<file path="config.mk">
export PLATFORM = sky130hd
export DESIGN_NAME = core_alu_pipe
export DESIGN_NICKNAME = d
export VERILOG_FILES = /design/src/rtl/core_alu_pkg.sv /design/src/rtl/core_alu_muldiv.sv /design/src/rtl/core_alu_pipe.sv
export SDC_FILE = /design/constraint.sdc
export NUM_CORES = 1
export LEC_CHECK = 0
export CAP_MARGIN = 40
export CORE_ASPECT_RATIO = 0.75
export CORE_UTILIZATION = 58
export DETAILED_ROUTE_END_ITERATION = 7
export PLACE_DENSITY = 0.83
export REMOVE_ABC_BUFFERS = 1
export SLEW_MARGIN = 10
export SYNTH_ARGS = -nofsm -noshare
export SYNTH_HDL_FRONTEND = slang
export SYNTH_HIERARCHICAL = 1
export SYNTH_SLANG_ARGS = --single-unit
</file>
<file path="constraint.sdc">
create_clock -name clk -period 5.4 [get_ports clk]
set_input_delay 0.54 -clock clk [delete_from_list [all_inputs] [get_ports clk]]
set_output_delay 0.54 -clock clk [all_outputs]
set_load 0.005 [all_outputs]
</file>
<file path="src/rtl/core_alu_pkg.sv">
// Shared op encoding, op-class helpers and the multiply/divide FSM state type
// for the pipelined execute-stage ALU.
package core_alu_pkg;

   localparam int OP_W = 5;

   typedef enum logic [OP_W-1:0] {
      OP_ADD    = 5'd0,
      OP_SUB    = 5'd1,
      OP_SLL    = 5'd2,
      OP_SRL    = 5'd3,
      OP_SRA    = 5'd4,
      OP_SLT    = 5'd5,
      OP_SLTU   = 5'd6,
      OP_XOR    = 5'd7,
      OP_OR     = 5'd8,
      OP_AND    = 5'd9,
      OP_BEQ    = 5'd10,
      OP_BNE    = 5'd11,
      OP_BLT    = 5'd12,
      OP_BGE    = 5'd13,
      OP_BLTU   = 5'd14,
      OP_BGEU   = 5'd15,
      OP_LOAD   = 5'd16,
      OP_STORE  = 5'd17,
      OP_MUL    = 5'd18,
      OP_MULH   = 5'd19,
      OP_MULHSU = 5'd20,
      OP_MULHU  = 5'd21,
      OP_DIV    = 5'd22,
      OP_DIVU   = 5'd23,
      OP_REM    = 5'd24,
      OP_REMU   = 5'd25
   } alu_op_e;

   typedef enum logic [1:0] {
      MD_IDLE = 2'd0,
      MD_RUN  = 2'd1,
      MD_DONE = 2'd2
   } md_state_e;

   function automatic logic is_branch(input logic [OP_W-1:0] op);
      return op inside {OP_BEQ, OP_BNE, OP_BLT, OP_BGE, OP_BLTU, OP_BGEU};
   endfunction

   function automatic logic is_muldiv(input logic [OP_W-1:0] op);
      return op inside {OP_MUL, OP_MULH, OP_MULHSU, OP_MULHU,
                        OP_DIV, OP_DIVU, OP_REM, OP_REMU};
   endfunction

   function automatic logic is_mul(input logic [OP_W-1:0] op);
      return op inside {OP_MUL, OP_MULH, OP_MULHSU, OP_MULHU};
   endfunction

endpackage

</file>
<file path="src/rtl/core_alu_muldiv.sv">
// Iterative RV-M multiply/divide: one bit per cycle on magnitudes, sign fixed
// at the end. Instantiated by core_alu_pipe only when CORE_ALU_MULDIV_EN is defined.
module core_alu_muldiv
   import core_alu_pkg::*;
#(
   parameter int XLEN = 32
) (
   input  logic            clk,
   input  logic            rst,
   input  logic            start,
   input  logic [OP_W-1:0] op,
   input  logic [XLEN-1:0] a,
   input  logic [XLEN-1:0] b,
   input  logic            ack,
   output logic            idle,
   output logic            done,
   output logic [XLEN-1:0] result
);

   localparam int CNT_W = $clog2(XLEN);

   md_state_e         state, state_d;
   logic [CNT_W-1:0]  cnt;
   logic [OP_W-1:0]   op_q;
   logic [2*XLEN-1:0] acc, step, prod;
   logic [XLEN-1:0]   dv, ma, mb, quo, rem;
   logic [XLEN:0]     sum, trial, diff;
   logic              sa, sb, ge, neg_q, neg_r, dz;

   assign idle = (state == MD_IDLE);
   assign done = (state == MD_DONE);

   always_ff @(posedge clk) begin
      if (rst) state <= MD_IDLE;
      else     state <= state_d;
   end

   always_comb begin
      state_d = state;
      case (state)
         MD_IDLE: if (start) state_d = MD_RUN;
         MD_RUN:  if (cnt == CNT_W'(XLEN-1)) state_d = MD_DONE;
         MD_DONE: if (ack) state_d = MD_IDLE;
         default: state_d = MD_IDLE;
      endcase
   end

   always_comb begin
      sa = 1'b0;
      sb = 1'b0;
      case (op)
         OP_MULH, OP_DIV, OP_REM: begin
            sa = a[XLEN-1];
            sb = b[XLEN-1];
         end
         OP_MULHSU: sa = a[XLEN-1];
         default: ;
      endcase
      ma = sa ? -a : a;
      mb = sb ? -b : b;
   end

   // acc holds {partial product, multiplier} or {remainder, dividend/quotient}
   always_comb begin
      sum   = {1'b0, acc[2*XLEN-1:XLEN]} + (acc[0] ? {1'b0, dv} : {(XLEN+1){1'b0}});
      trial = {acc[2*XLEN-1:XLEN], acc[XLEN-1]};
      diff  = trial - {1'b0, dv};
      ge    = (trial >= {1'b0, dv});
      if (is_mul(op_q)) step = {sum, acc[XLEN-1:1]};
      else              step = {(ge ? diff[XLEN-1:0] : trial[XLEN-1:0]), acc[XLEN-2:0], ge};
   end

   always_ff @(posedge clk) begin
      if (rst) begin
         cnt   <= '0;
         op_q  <= '0;
         acc   <= '0;
         dv    <= '0;
         neg_q <= 1'b0;
         neg_r <= 1'b0;
         dz    <= 1'b0;
      end else if (state == MD_IDLE && start) begin
         cnt   <= '0;
         op_q  <= op;
         acc   <= {{XLEN{1'b0}}, ma};
         dv    <= mb;
         neg_q <= sa ^ sb;
         neg_r <= sa;
         dz    <= (b == '0);
      end else if (state == MD_RUN) begin
         cnt <= cnt + 1'b1;
         acc <= step;
      end
   end

   // A zero divisor leaves the dividend in the remainder half, which is the required REM result
   always_comb begin
      prod   = neg_q ? -acc : acc;
      quo    = neg_q ? -acc[XLEN-1:0] : acc[XLEN-1:0];
      rem    = neg_r ? -acc[2*XLEN-1:XLEN] : acc[2*XLEN-1:XLEN];
      result = '0;
      case (op_q)
         OP_MUL:                       result = prod[XLEN-1:0];
         OP_MULH, OP_MULHSU, OP_MULHU: result = prod[2*XLEN-1:XLEN];
         OP_DIV, OP_DIVU:              result = dz ? '1 : quo;
         OP_REM, OP_REMU:              result = rem;
         default: ;
      endcase
   end

endmodule

</file>
<file path="src/rtl/core_alu_pipe.sv">
// Two-stage valid/ready execute ALU with branch compare and in-order tags.
// Define CORE_ALU_MULDIV_EN to add the iterative M-extension unit on the same output.
module core_alu_pipe
   import core_alu_pkg::*;
#(
   parameter int XLEN  = 32,
   parameter int TAG_W = 4
) (
   input  logic             clk,
   input  logic             rst,
   input  logic             in_valid,
   output logic             in_ready,
   input  logic [OP_W-1:0]  in_op,
   input  logic             in_use_imm,
   input  logic [XLEN-1:0]  in_rs1,
   input  logic [XLEN-1:0]  in_rs2,
   input  logic [XLEN-1:0]  in_imm,
   input  logic [TAG_W-1:0] in_tag,
   output logic             out_valid,
   input  logic             out_ready,
   output logic [XLEN-1:0]  out_result,
   output logic             out_br_taken,
   output logic [TAG_W-1:0] out_tag,
   output logic             busy
);

   localparam int STAGES = 2;
   localparam int SH_W   = $clog2(XLEN);

   logic [STAGES:1]  vld_pipe;
   logic [OP_W-1:0]  s1_op;
   logic [XLEN-1:0]  s1_a, s1_b, alu_res, md_res;
   logic [TAG_W-1:0] s1_tag, md_tag;
   logic [SH_W-1:0]  shamt;
   logic             alu_br, eq, lt_s, lt_u;
   logic             s2_load, s1_is_md, s1_move, s1_load, md_start, md_idle, md_done, md_take;

   assign s2_load  = !vld_pipe[2] | out_ready;
   assign s1_move  = vld_pipe[1] & !s1_is_md & s2_load;
   assign md_start = s1_is_md & md_idle;
   assign md_take  = md_done & s2_load;
   // A muldiv op in S1 already blocks intake so nothing can overtake it
   assign in_ready = (!vld_pipe[1] | s1_move) & md_idle & !s1_is_md;
   assign s1_load  = in_valid & in_ready;
   assign out_valid = vld_pipe[2];
   assign busy      = (|vld_pipe) | !md_idle;

`ifdef CORE_ALU_MULDIV_EN
   assign s1_is_md = vld_pipe[1] & is_muldiv(s1_op);

   always_ff @(posedge clk) begin
      if (rst)           md_tag <= '0;
      else if (md_start) md_tag <= s1_tag;
   end

   core_alu_muldiv #(.XLEN(XLEN)) u_muldiv (
      .clk    (clk),
      .rst    (rst),
      .start  (md_start),
      .op     (s1_op),
      .a      (s1_a),
      .b      (s1_b),
      .ack    (s2_load),
      .idle   (md_idle),
      .done   (md_done),
      .result (md_res)
   );
`else
   assign s1_is_md = 1'b0;
   assign md_idle  = 1'b1;
   assign md_done  = 1'b0;
   assign md_res   = '0;
   assign md_tag   = '0;
`endif

   assign shamt = s1_b[SH_W-1:0];
   assign eq    = (s1_a == s1_b);
   assign lt_s  = ($signed(s1_a) < $signed(s1_b));
   assign lt_u  = (s1_a < s1_b);

   always_comb begin
      alu_res = '0;
      alu_br  = 1'b0;
      case (s1_op)
         OP_ADD, OP_LOAD, OP_STORE: alu_res = s1_a + s1_b;
         OP_SUB:  alu_res = s1_a - s1_b;
         OP_SLL:  alu_res = s1_a << shamt;
         OP_SRL:  alu_res = s1_a >> shamt;
         OP_SRA:  alu_res = $unsigned($signed(s1_a) >>> shamt);
         OP_SLT:  alu_res = {{(XLEN-1){1'b0}}, lt_s};
         OP_SLTU: alu_res = {{(XLEN-1){1'b0}}, lt_u};
         OP_XOR:  alu_res = s1_a ^ s1_b;
         OP_OR:   alu_res = s1_a | s1_b;
         OP_AND:  alu_res = s1_a & s1_b;
         OP_BEQ:  alu_br  = eq;
         OP_BNE:  alu_br  = !eq;
         OP_BLT:  alu_br  = lt_s;
         OP_BGE:  alu_br  = !lt_s;
         OP_BLTU: alu_br  = lt_u;
         OP_BGEU: alu_br  = !lt_u;
         default: ;
      endcase
      if (!is_branch(s1_op)) alu_br = 1'b0;
   end

   always_ff @(posedge clk) begin
      if (rst) begin
         vld_pipe     <= '0;
         s1_op        <= '0;
         s1_a         <= '0;
         s1_b         <= '0;
         s1_tag       <= '0;
         out_result   <= '0;
         out_br_taken <= 1'b0;
         out_tag      <= '0;
      end else begin
         if (s1_load) begin
            s1_op  <= in_op;
            s1_a   <= in_rs1;
            s1_b   <= in_use_imm ? in_imm : in_rs2;
            s1_tag <= in_tag;
         end
         if (s1_load)                  vld_pipe[1] <= 1'b1;
         else if (s1_move | md_start)  vld_pipe[1] <= 1'b0;
         if (s2_load) vld_pipe[2] <= s1_move | md_take;
         if (s1_move) begin
            out_result   <= alu_res;
            out_br_taken <= alu_br;
            out_tag      <= s1_tag;
         end else if (md_take) begin
            out_result   <= md_res;
            out_br_taken <= 1'b0;
            out_tag      <= md_tag;
         end
      end
   end

endmodule
</file>
==> impl_metrics.env, run 1 <==
export IMPL_fmax_mhz=247
export IMPL_area_growth_pct=15.3
export IMPL_synthMuxAreaShare_pct=12.3
export IMPL_timing_rr_start="s1_a[18]"
export IMPL_yosysUniqueCellTypes=76
export IMPL_wl_per_cell_um=24.6
export IMPL_drtAntennaViolNets=0
export IMPL_synth_edf_count=0
export IMPL_final_max_slew_viol_count=0
export IMPL_grt_pass1_vias=13124
export IMPL_vias_per_cell=6.97
export IMPL_ys_seq_area_share_pct=18.0
export IMPL_clock_path_buffers=2
export IMPL_worstSetupPathType="reg -> reg"
export IMPL_finalSetupViolCount=0
export IMPL_status="finished, violations left"
export IMPL_antenna_found_initial=1
export IMPL_fin_util_pct=69.5
export IMPL_clk_latency_ns=0.38
export IMPL_core_region_area_sq_um=20600
export IMPL_worstSetupStartpointType="flop"
export IMPL_critPathRequiredTime_ns=5.69
export IMPL_peakVddDrop_mv=0.218
export IMPL_synthCells=1739
export IMPL_synth_fa_ha_area_share_pct=10.3
export IMPL_place_area_sq_um=14000
export IMPL_dr_pass1_iters=8
export IMPL_tightest_slew_ns=1.04
export IMPL_cts_root_buf="clkbuf_16"
export IMPL_drive_gt1_share_pct=6.49
export IMPL_place_gp_congestion=1.07
export IMPL_min_delay_path_class="reg -> reg"
export IMPL_synth_simple_gate_area_share_pct=19.5
export IMPL_drv_cap=0
export IMPL_worstHoldStart="s1_tag[3]"
export IMPL_final_cell_area_sq_um=14300
export IMPL_powerDensity_nw_per_um2=209
export IMPL_grtUsageTotal_pct=46.2
export IMPL_htreeDepth=3
export IMPL_rsz0062_at_grt="false"
export IMPL_drc=11
export IMPL_synth_xor_xnor_area_share_pct=1.62
export IMPL_cts_repair_resized=0
export IMPL_io_buffer_count=149
export IMPL_fin_nets=2010
export IMPL_power_leakage_nw=5.58
export IMPL_gr_total_overflow=0
export IMPL_hold_viol=0
export IMPL_io_pins=150
export IMPL_relSlewSlack_pct=30.7
export IMPL_crit_fanout=11
export IMPL_vias=14542
export IMPL_setup_worst_path_end_class="flop"
export IMPL_synth_compound_area_share_pct=30.9
export IMPL_syn_avg_cell_area_sq_um=7.15
export IMPL_routed_wl_um=51400
export IMPL_clkSlewWorstSetupHoldPaths_ns=0.09
export IMPL_violations="DRC"
export IMPL_arrival_ns=4.34
export IMPL_synth_flop_cell="dfxtp_1"
export IMPL_die_area_sq_um=22000
export IMPL_post_cts_buffers=0
export IMPL_ys_warn_count=6
export IMPL_async_reset_ff_share_pct=0
export IMPL_whs_ns=0.464
export IMPL_period_share_pct=75.0
export IMPL_fp_row_count=45
export IMPL_min_period_ns=4.05
export IMPL_hpwl_um=38600
export IMPL_numCtsBuffers=9
export IMPL_ys_seq_elements=112
export IMPL_syn_cell_area_sq_um=12400
export IMPL_skew_ns=0.0119
export IMPL_final_setup_tns_ns=0
export IMPL_cts_tree="built"
export IMPL_clock_sinks=112
export IMPL_die_w_um=171
export IMPL_holdBufCountCts=0
export IMPL_start_util_pct=60.3
export IMPL_die_height_um=129
export IMPL_antenna_cells=0
export IMPL_drt_iter0_drc=2193
export IMPL_synth_top_family_by_area="compound AO/OA/AOI/OAI gates"
export IMPL_setup_worst_path_start="s1_a[18]"
export IMPL_grt_max_degree=75
export IMPL_grt_first_pass_wirelength_um=76600
## critical path, stage by stage (launching register included)
cell	delay [ns]
dfxtp_1	0.58
inv_1	0.09
ha_1	0.46
a21oi_1	0.27
a21oi_1	0.10
a211oi_1	0.48
o2111ai_1	0.22
o21ai_0	0.62
o22ai_1	0.24
nor3_1	0.36
o21a_1	0.16
o21ai_0	0.08
a221oi_1	0.27
## through the flow
step                      cells  total power (W)  setup slack, ns
after global placement     2066          0.00219             1.53
final                      2085          0.00299             1.35
after detailed placement   2070          0.00221             1.71
after global routing       2085          0.00310             1.30
after CTS                  2085          0.00293             1.68
after floorplan            1604          0.00172            0.182
## Yosys cell counts (18+ instances only)
| cell type | count | area (sq um) |
|---|---|---|
| o21ai_0 | 118 | 591 |
| mux2i_1 | 81 | 811 |
| nor3_1 | 29 | 145 |
| nand2_1 | 212 | 796 |
| clkbuf_1 | 99 | 372 |
| a211oi_1 | 61 | 458 |
| buf_2 | 18 | 90.1 |
| a21oi_1 | 184 | 921 |
| inv_1 | 95 | 357 |
| mux4_2 | 26 | 586 |
| xnor2_1 | 19 | 166 |
| ha_1 | 99 | 1240 |
| a221oi_1 | 22 | 193 |
| a21o_1 | 18 | 135 |
| nand3_1 | 24 | 120 |
| nor2_1 | 201 | 754 |
| dfxtp_1 | 112 | 2240 |
## final cells by class
type,instances,area (sq um)
Sequential cell,112,2250
Tap cell,282,353
Multi-Input combinational cell,1394,9300
Inverter,98,368
Clock buffer,10,239
Clock inverter,5,65.1
Fill cell,1741,6280
Timing Repair Buffer,184,1760
## routing by layer
layer	track usage, %	routed length, um	vias to the layer above
met5	0	13	-
met4	21.6	2470	2
met3	18.4	8100	215
met2	65.1	20400	1153
met1	61.4	20300	6756
li1	-	-	6416
## state kept, by name, summed over array words and instances, names as in the netlist
name,cells
vld_pipe,2
out_br_taken,1
out_tag,4
s1_tag,4
s1_b,32
s1_a,32
out_result,32
s1_op,5
## cell families (layout without fill, tap and decap cells)
group | count (synthesis) | count (layout)
flops | 112 | 112
simple gates | 557 | 557
mux | 119 | 119
buf+inv | 233 | 297
xor+xnor | 23 | 23
fa+ha+maj | 101 | 101
compound gates | 594 | 594
## final timing paths
path	to	slack, ns	cells past startpoint
max	out_result[28]	1.35	12
min	s1_tag[3]	0.46	2
max reg2reg	out_result[28]	1.35	12
min reg2reg	s1_tag[3]	0.46	2
## where the power goes
group          switching, W  leakage [nW]  internal [W]
Combinational      0.000814          4.51      0.000495
Clock              0.000356         0.150      0.000376
Sequential        0.0000719         0.922      0.000880
Total               0.00124          5.58       0.00175
## placed cells by master (no fill, tap or decap), types with 7 or more instances in the layout
| cell type | instances |
|---|---|
| clkdlybuf4s50_1 | 147 |
| a221oi_1 | 22 |
| o22ai_1 | 11 |
| or3_1 | 7 |
| nor4_1 | 9 |
| a31oi_1 | 12 |
| xnor2_1 | 19 |
| o32ai_1 | 7 |
| mux4_2 | 26 |
| or2_2 | 8 |
| a2111oi_0 | 8 |
| dfxtp_1 | 108 |
| a22o_1 | 9 |
| o21ai_0 | 118 |
| a21oi_1 | 184 |
| nor3_1 | 29 |
| and2_1 | 8 |
| a21o_1 | 18 |
| a22oi_1 | 17 |
| nand2_1 | 212 |
| and3_1 | 8 |
| o31ai_1 | 17 |
| nand2b_1 | 11 |
| mux2_2 | 12 |
| nand3_1 | 23 |
| o211ai_1 | 17 |
| o21bai_1 | 17 |
| buf_4 | 34 |
| inv_1 | 95 |
| mux2i_1 | 81 |
| nor2_1 | 200 |
| clkbuf_16 | 9 |
| ha_1 | 99 |
| a211oi_1 | 61 |
| o31a_1 | 8 |
| nor2b_1 | 14 |
No activity file was read; power rests on OpenSTA's default activity.
==> inputs of run 2 (changes only) <==
--- a/config.mk
+++ b/config.mk
@@ -7,9 +7,9 @@
 export LEC_CHECK = 0
 export CAP_MARGIN = 40
 export CORE_ASPECT_RATIO = 0.75
-export CORE_UTILIZATION = 58
+export CORE_UTILIZATION = 53
 export DETAILED_ROUTE_END_ITERATION = 7
-export PLACE_DENSITY = 0.83
+export PLACE_DENSITY = 0.79
 export REMOVE_ABC_BUFFERS = 1
 export SLEW_MARGIN = 10
 export SYNTH_ARGS = -nofsm -noshare
==> constraint.sdc (replaced) <==
create_clock -name clk -period 3.5 [get_ports clk]
set_input_delay 0.35 -clock clk [delete_from_list [all_inputs] [get_ports clk]]
set_output_delay 0.35 -clock clk [all_outputs]
set_load 0.005 [all_outputs]
==> impl_metrics.env, run 2 (synthesis gave the netlist of run 1 again) <==
export IMPL_powerDensity_nw_per_um2=314
export IMPL_worstSetupStartpointType="flop"
export IMPL_tightest_slew_ns=0.916
export IMPL_critPathRequiredTime_ns=3.74
export IMPL_grt_first_pass_wirelength_um=80200
export IMPL_clk_latency_ns=0.39
export IMPL_setup_worst_path_start="s1_b[14]"
export IMPL_worstSetupPathType="reg -> reg"
export IMPL_die_height_um=135
export IMPL_area_growth_pct=23.6
export IMPL_clkSlewWorstSetupHoldPaths_ns=0.09
export IMPL_holdPathStages=2
export IMPL_worstHoldStart="rst"
export IMPL_fin_util_pct=66.8
export IMPL_io_pins=150
export IMPL_core_region_area_sq_um=23000
export IMPL_num_fill_cells=2048
export IMPL_skew_ns=0.0135
export IMPL_routed_wl_um=53900
export IMPL_finalSetupViolCount=0
export IMPL_holdBufCountCts=0
export IMPL_drv_cap=0
export IMPL_r2r_end="out_result[27]"
export IMPL_relSlewSlack_pct=38.9
export IMPL_die_w_um=179
export IMPL_clock_path_buffers=2
export IMPL_wl_per_cell_um=24.2
export IMPL_status="finished clean"
export IMPL_cts_root_buf="clkbuf_16"
export IMPL_final_setup_tns_ns=0
export IMPL_final_max_slew_viol_count=0
export IMPL_grtUsageTotal_pct=44.6
export IMPL_vias=14688
export IMPL_cts_tree="built"
export IMPL_period_share_pct=97.7
export IMPL_io_buffer_count=149
export IMPL_htreeDepth=3
export IMPL_dr_pass1_iters=7
export IMPL_peakVddDrop_mv=0.261
export IMPL_r2r_setup_slack_ns=0.08
export IMPL_reg2reg_depth=13
export IMPL_hpwl_um=41600
export IMPL_place_gp_congestion=1.06
export IMPL_grt_max_degree=74
export IMPL_final_cell_area_sq_um=15400
export IMPL_fin_nets=2133
export IMPL_min_period_ns=3.42
export IMPL_drc=0
export IMPL_place_area_sq_um=15000
export IMPL_drt_iter0_drc=1956
export IMPL_power_leakage_nw=6.22
export IMPL_drtAntennaViolNets=0
export IMPL_vias_per_cell=6.60
export IMPL_start_util_pct=54.0
export IMPL_crit_fanout=3
export IMPL_layout_commonest_cell="nand2_1"
export IMPL_fmax_mhz=292
export IMPL_grt_pass1_vias=13320
export IMPL_min_delay_path_class="in -> reg"
export IMPL_gr_total_overflow=0
export IMPL_total_power_w=0.00483
export IMPL_antenna_found_initial=0
export IMPL_fp_row_count=48
export IMPL_drive_gt1_share_pct=13.3
export IMPL_layout_common_cells="nand2_1 (212), nor2_1 (199), a21oi_1 (184), buf_4 (157), clkdlybuf4s50_1 (147)"
export IMPL_top_regs="out_result x32, s1_a x32, s1_b x32"
export IMPL_setup_worst_path_end_class="flop"
export IMPL_clock_sinks=112
export IMPL_hold_viol=0
export IMPL_min_to="out_result[12]"
export IMPL_timing_rr_start="s1_b[14]"
export IMPL_die_area_sq_um=24100
export IMPL_antenna_cells=0
export IMPL_numCtsBuffers=9
export IMPL_arrival_ns=3.66
-- run 2: worst max path at each step --
stage                endpoint  slack [ns]  cells past startpoint
3_5_place_dp   out_result[27]        0.02                     14
6_report       out_result[27]        0.08                     13
5_1_grt        out_result[27]       -0.07                     13
3_3_place_gp   out_result[27]       0.009                     15
4_1_cts          out_br_taken        0.04                     14
2_1_floorplan  out_result[26]       -1.72                     10
-- run 2: per-layer routing --
layer	track usage [%]	share of wire (%)	vias up
met5	0	0	-
met4	16.3	3.6	0
met3	13.7	14	149
met2	64.2	41	1017
met1	61.9	41	6851
li1	-	-	6671
-- run 2: layout make-up --
class	count	area, sq um	share of cell area (%)
clock buffer	10	229	1.49
tap	300	375	2.44
timing repair buffer	307	2700	17.5
inverter	98	368	2.39
sequential	112	2250	14.6
clock inverter	6	75.1	0.489
multi-input combinational	1394	9370	61.0
-- run 2: power by group --
group | internal, W | total, W | switching, W
Clock | 0.000569 | 0.00115 | 0.000584
Combinational | 0.000913 | 0.00224 | 0.00133
Sequential | 0.00136 | 0.00143 | 0.0000773
-- run 2: through the flow --
stage	std cells	setup WS [ns]	hold WS (ns)
2_1_floorplan	1604	-1.72	0.419
3_3_place_gp	2208	0.00865	0.437
3_5_place_dp	2209	0.0165	0.448
4_1_cts	2225	0.0407	0.252
5_1_grt	2227	-0.0698	0.247
6_report	2227	0.0805	0.267
-- run 2: worst max-delay path, cell delays in order (launching register included) --
cell	delay (ns)
dfxtp_1	0.38
inv_1	0.08
ha_1	0.28
or4_1	0.60
or3_4	0.40
nor4_2	0.21
o21ai_2	0.15
a31oi_1	0.16
buf_4	0.16
o21ai_0	0.10
nor3b_1	0.16
a31o_2	0.23
a221oi_1	0.25
a221oi_1	0.11
-- run 2: what timing repair did --
item / in CTS / in global routing
pin swaps: 0 / 9
buffers inserted: 0 / 2
resized for setup: 2 / 20
setup endpoints to repair: 2 / 12
endpoints found under the hold margin: 0 / 0
